$ cat src/rtl/audio_codec_i2s_master.sv
// WM8731-style I2S bus master: generates BCLK/LRCK, serializes ADC pairs, deserializes DAC pairs.
// Build option: define AUDIO_CODEC_LOOPBACK_EN to feed the receiver from the internal ADCDAT register.
module audio_codec_i2s_master #(
  parameter int BCLK_HALF_DIV = 8,
  parameter int DATA_WIDTH    = 24,
  parameter int SLOT_WIDTH    = 32
) (
  input  logic                  clk_clk,
  input  logic                  reset_reset_n,
  input  logic                  enable,
  input  logic [DATA_WIDTH-1:0] adc_left,
  input  logic [DATA_WIDTH-1:0] adc_right,
  input  logic                  adc_valid,
  output logic                  adc_ready,
  output logic                  adc_underrun,
  output logic [DATA_WIDTH-1:0] dac_left,
  output logic [DATA_WIDTH-1:0] dac_right,
  output logic                  dac_valid,
  output logic                  BCLK,
  output logic                  ADCLRCK,
  output logic                  DACLRCK,
  output logic                  ADCDAT,
  input  logic                  DACDAT
);

  localparam int DIV_W = $clog2(BCLK_HALF_DIV);
  localparam int BIT_W = $clog2(2 * SLOT_WIDTH);
  localparam logic [DIV_W-1:0] DIV_LAST = DIV_W'(BCLK_HALF_DIV - 1);
  localparam logic [BIT_W-1:0] BIT_LAST = BIT_W'(2 * SLOT_WIDTH - 1);
  localparam logic [BIT_W-1:0] SLOT_V   = BIT_W'(SLOT_WIDTH);
  localparam logic [BIT_W-1:0] DATA_V   = BIT_W'(DATA_WIDTH);
  localparam logic [BIT_W-1:0] ONE_V    = BIT_W'(1);

  typedef enum logic {IDLE, RUN} state_t;

  state_t                 state_reg, state_next;
  logic [DIV_W-1:0]       div_cnt_reg;
  logic [BIT_W-1:0]       bit_cnt_reg, bit_cnt_next;
  logic                   bclk_reg, lrck_reg, adcdat_reg;
  logic                   hold_full_reg, underrun_reg, dac_valid_reg;
  logic [DATA_WIDTH-1:0]  hold_left_reg, hold_right_reg;
  logic [DATA_WIDTH-1:0]  tx_left_reg, tx_right_reg;
  logic [DATA_WIDTH-1:0]  rx_left_reg, rx_right_reg, rx_left_next, rx_right_next;
  logic [DATA_WIDTH-1:0]  dac_left_reg, dac_right_reg;

  logic tc, rise_evt, fall_evt, frame_end, frame_start, xfer, rx_bit;
  logic [BIT_W-1:0] cur_k, nxt_k;
  logic cur_data, nxt_data, cur_right, nxt_right;

  function automatic logic [BIT_W-1:0] slot_idx(input logic [BIT_W-1:0] b);
    return (b >= SLOT_V) ? (b - SLOT_V) : b;
  endfunction

  assign tc           = (state_reg == RUN) && (div_cnt_reg == DIV_LAST);
  assign rise_evt     = tc && !bclk_reg;
  assign fall_evt     = tc && bclk_reg;
  assign frame_end    = (bit_cnt_reg == BIT_LAST);
  assign bit_cnt_next = frame_end ? '0 : bit_cnt_reg + 1'b1;
  assign cur_k        = slot_idx(bit_cnt_reg);
  assign nxt_k        = slot_idx(bit_cnt_next);
  assign cur_data     = (cur_k >= ONE_V) && (cur_k <= DATA_V);
  assign nxt_data     = (nxt_k >= ONE_V) && (nxt_k <= DATA_V);
  assign cur_right    = (bit_cnt_reg >= SLOT_V);
  assign nxt_right    = (bit_cnt_next >= SLOT_V);
  assign xfer         = adc_valid && !hold_full_reg;

`ifdef AUDIO_CODEC_LOOPBACK_EN
  assign rx_bit = adcdat_reg;
`else
  assign rx_bit = DACDAT;
`endif

  // A frame starts on leaving IDLE and on every bit counter wrap while enabled.
  always_comb begin
    state_next  = state_reg;
    frame_start = 1'b0;
    case (state_reg)
      IDLE: begin
        if (enable) begin
          state_next  = RUN;
          frame_start = 1'b1;
        end
      end
      RUN: begin
        if (fall_evt && frame_end) begin
          if (enable) frame_start = 1'b1;
          else        state_next  = IDLE;
        end
      end
      default: state_next = IDLE;
    endcase
  end

  always_ff @(posedge clk_clk or negedge reset_reset_n) begin
    if (!reset_reset_n) state_reg <= IDLE;
    else                state_reg <= state_next;
  end

  always_ff @(posedge clk_clk or negedge reset_reset_n) begin
    if (!reset_reset_n) begin
      div_cnt_reg <= '0;
      bclk_reg    <= 1'b0;
      bit_cnt_reg <= '0;
      lrck_reg    <= 1'b0;
      adcdat_reg  <= 1'b0;
    end else begin
      if (state_reg == RUN) div_cnt_reg <= tc ? '0 : div_cnt_reg + 1'b1;
      if (tc) bclk_reg <= !bclk_reg;
      if (fall_evt) begin
        bit_cnt_reg <= bit_cnt_next;
        lrck_reg    <= nxt_right;
        adcdat_reg  <= nxt_data ? (nxt_right ? tx_right_reg[DATA_WIDTH-1]
                                             : tx_left_reg[DATA_WIDTH-1]) : 1'b0;
      end
    end
  end

  // Transmit path: one-deep holding register, reloaded into the shifters at frame start.
  always_ff @(posedge clk_clk or negedge reset_reset_n) begin
    if (!reset_reset_n) begin
      hold_full_reg  <= 1'b0;
      hold_left_reg  <= '0;
      hold_right_reg <= '0;
      tx_left_reg    <= '0;
      tx_right_reg   <= '0;
      underrun_reg   <= 1'b0;
    end else begin
      underrun_reg  <= 1'b0;
      hold_full_reg <= xfer || (hold_full_reg && !frame_start);
      if (xfer) begin
        hold_left_reg  <= adc_left;
        hold_right_reg <= adc_right;
      end
      if (frame_start) begin
        if (hold_full_reg) begin
          tx_left_reg  <= hold_left_reg;
          tx_right_reg <= hold_right_reg;
        end else begin
          tx_left_reg  <= '0;
          tx_right_reg <= '0;
          underrun_reg <= 1'b1;
        end
      end else if (fall_evt && nxt_data) begin
        if (nxt_right) tx_right_reg <= tx_right_reg << 1;
        else           tx_left_reg  <= tx_left_reg << 1;
      end
    end
  end

  // Next-state shifters also cover SLOT_WIDTH = DATA_WIDTH+1, where the last data bit and the latch coincide.
  always_comb begin
    rx_left_next  = rx_left_reg;
    rx_right_next = rx_right_reg;
    if (rise_evt && cur_data) begin
      if (cur_right) rx_right_next = {rx_right_reg[DATA_WIDTH-2:0], rx_bit};
      else           rx_left_next  = {rx_left_reg[DATA_WIDTH-2:0], rx_bit};
    end
  end

  always_ff @(posedge clk_clk or negedge reset_reset_n) begin
    if (!reset_reset_n) begin
      rx_left_reg   <= '0;
      rx_right_reg  <= '0;
      dac_left_reg  <= '0;
      dac_right_reg <= '0;
      dac_valid_reg <= 1'b0;
    end else begin
      dac_valid_reg <= 1'b0;
      rx_left_reg   <= rx_left_next;
      rx_right_reg  <= rx_right_next;
      if (rise_evt && frame_end) begin
        dac_left_reg  <= rx_left_next;
        dac_right_reg <= rx_right_next;
        dac_valid_reg <= 1'b1;
      end
    end
  end

  assign adc_ready    = !hold_full_reg;
  assign adc_underrun = underrun_reg;
  assign dac_left     = dac_left_reg;
  assign dac_right    = dac_right_reg;
  assign dac_valid    = dac_valid_reg;
  assign BCLK         = bclk_reg;
  assign ADCLRCK      = lrck_reg;
  assign DACLRCK      = lrck_reg;
  assign ADCDAT       = adcdat_reg;

endmodule

$ cat config.mk
export PLATFORM = sky130hd
export DESIGN_NAME = audio_codec_i2s_master
export DESIGN_NICKNAME = d
export VERILOG_FILES = /design/src/rtl/audio_codec_i2s_master.sv
export SDC_FILE = /design/constraint.sdc
export NUM_CORES = 1
export LEC_CHECK = 0
export ABC_CLOCK_PERIOD_IN_PS = 2540
export BUFFER_PORTS_ARGS = -buffer_cell sky130_fd_sc_hd__buf_2
export CAP_MARGIN = 20
export CORE_ASPECT_RATIO = 0.7
export CORE_UTILIZATION = 52
export CTS_CLUSTER_DIAMETER = 80
export CTS_CLUSTER_SIZE = 14
export DETAILED_ROUTE_END_ITERATION = 7
export GPL_TIMING_DRIVEN = 0
export PLACE_DENSITY = 0.79
export SYNTH_ARGS = -nofsm -noshare
export SYNTH_HDL_FRONTEND = slang
export SYNTH_SLANG_ARGS = --single-unit
$ cat constraint.sdc
create_clock -name clk_clk -period 2.54 [get_ports clk_clk]
set_input_delay 0.508 -clock clk_clk [delete_from_list [all_inputs] [get_ports clk_clk]]
set_output_delay 0.508 -clock clk_clk [all_outputs]
set_load 0.005 [all_outputs]
==> results.cfg <==
[timing]
setup_ws_ns = 0.0701
whs_ns = 0.0189
worstMarginPinSlew_ns = 0.662
finalSetupViolations = 0
fin_crit_sh_pct = 97.2
relSlewSlack_pct = 55.9
clock.fmax_ghz = 0.405
finalClockSkew_ns = 0.00752
fin_setup_tns_ns = 0
finalCriticalPeriod_ns = 2.47
final_hold_viol_count = 0
slew_violations = 0

[layout]
area_growth_pct = 17.8
drive_gt1_share_pct = 43.6
n_antenna_cell = 0
final_core_util_pct = 63.0
final_common_cell = dfrtp_1
mostFrequentLayoutCells = dfrtp_1, mux2_2, buf_2
final_cell_area_um2 = 10400
fin_nets = 872

[placed_design]
post-place-ws_ns = -0.472
portBuffers = 107
placed_area_um2 = 9650
hpwlAfterDp_mm = 11.3
gp_congestion = 0.825

[floorplan]
initial_core_util_pct = 53.5
dieWidth_um = 157
ioPinCount = 108
die_area_um2 = 17400
core-area_um2 = 16400
rows = 39
die_h_um = 111

[synthesis]
ys_ff_latch = 208
avgSynthCellArea_um2 = 13.0
synthesis.area_um2 = 8790
synth-edff-count = 0
ys_seq_area_share_pct = 59.2
synth_ff_type = dfrtp_1
syn_nets = 735
synth_cells = 675
yosys_warnings = 0
synthDistinctLibCells = 44
synthArstFlopShare_pct = 100

[critical_path]
r2r_start = div_cnt_reg[0]
required_ns = 2.91
critical_path_class = register to register
startpoint_type = register
critPathMaxFanout = 5
crit_path_end_kind = register
r2r_end = dac_left[6]
reg2reg_depth = 10
cp_data_arrival_time_ns = 2.83
r2r_slack_ns = 0.07
setup.worst_path.start = div_cnt_reg[0]

[clock_tree]
clk_pin_slew_ns = 0.06
holdBufCountCts = 0
cts_tree = built
cts_root_buf = clkbuf_16
cts_buffer_depth = 3
cts_buffers = 18
cts-htree-levels = 1
cts_sinks = 208
clkLatencyLatePin_ns = 0.48

[grt]
grt-busiest-layer = met1
grt_usage_pct = 20.4
gr-total-overflow = 0
met1_usage_pct = 32.0
grt_pass1_wl_mm = 28.5
antenna_found_initial = 0
grt_max_degree = 123
use_met2_pct = 29.0
grt_pass1_vias = 5548
gr-usage-met3_pct = 3.52

[pwr]
intPower_mw = 4.85
ir_drop_uv = 430
powerDensity_nw_per_um2 = 589
comb_power_share_pct = 3.2
switchingPower_mw = 1.25
p_seq_share_pct = 56.6
pwr-share-clk_pct = 40.2
p_sw_share_pct = 20.5
leakage_nw = 5.25

[drt]
postRouteAntennaNets = 0
first_iter_violations = 261
drtPass1Iterations = 4
wl_mm = 16.9
wire_per_inst_um = 16.3
drc = 0
vias_per_cell = 5.45
via_count = 5654

[status]
status = completed

[run]
drv_cap = 0

[worst_hold_path]
hold_class = input port to async pin
-- synthesized netlist by cell type, types with 3 or more instances --
library cell,count,area share [%]
buf_4,6,0.51
buf_6,5,0.64
mux2_2,145,19
inv_1,8,0.34
o211ai_2,20,2.8
dfrtp_1,208,59
buf_2,14,0.80
o21ai_0,5,0.28
nand2b_1,3,0.21
clkbuf_1,19,0.81
a21oi_1,5,0.28
nor2_1,10,0.43
o21bai_1,22,1.9
nand4_1,25,1.8
nand2_1,104,4.4
buf_1,4,0.17
o211ai_1,25,2.1
ha_1,7,1.0
-- power by group through the flow --
stage / clock [mW] / combinational, mW / sequential, mW
floorplan: 0 / 0.0802 / 3.50
global placement: 0 / 0.188 / 3.51
detailed placement: 0 / 0.202 / 3.51
CTS: 2.53 / 0.203 / 3.45
global route: 2.65 / 0.222 / 3.46
finish: 2.45 / 0.195 / 3.45
-- area by class of cell --
cell class                      instances  area, um2
Fill cell                            1343       6080
Sequential cell                       208       5210
Inverter                                8       30.0
Timing Repair Buffer                  119        656
Buffer                                 46        274
Clock buffer                           20        489
Tap cell                              225        282
Multi-Input combinational cell        411       3420
-- cell families after synthesis --
family / share of synthesized area (%)
adder cells (fa/ha/maj): 0.996
AND/OR/NAND/NOR: 8.41
flip-flops: 59.2
AO/OA/AOI/OAI: 9.13
buffers and inverters: 3.27
multiplexers: 18.8
XOR/XNOR: 0.199
-- worst max-delay path by stage --
stage / slack, ns / to / depth (start not counted)
3_3_place_gp: -2.51 / hold_right_reg[11] / 1
2_1_floorplan: 0.01 / dac_right[10] / 9
3_5_place_dp: -0.47 / dac_left[5] / 9
6_report: 0.07 / dac_left[6] / 10
5_1_grt: -0.003 / dac_left[6] / 10
4_1_cts: 0.007 / dac_right[10] / 9
-- metrics by stage --
stage                     instances  total power, mW
after floorplan                 675             3.58
after global placement         1007             3.70
after detailed placement       1008             3.71
after CTS                      1034             6.19
after global routing           1037             6.33
final                          1037             6.10
-- critical path: stages, from the launching register on --
cell	delay, ns
dfrtp_1	0.37
ha_2	0.20
ha_4	0.15
nand2_1	0.08
or2_4	0.28
nor4_4	0.27
buf_4	0.19
buf_4	0.11
buf_4	0.09
mux2_2	0.34
mux2_2	0.26
-- metal layers --
layer | vias to the layer above | routed length, um
met5 | - | 0
met4 | 0 | 395
met3 | 32 | 714
met2 | 122 | 7310
met1 | 2835 | 8530
li1 | 2665 | -
-- timing repair --
item,CTS,global route
resized for setup,18,21
buffers inserted,8,3
pin swaps,5,4
setup endpoints to repair,137,93
hold endpoints to repair,0,0
(Power assumes the default switching activity.)
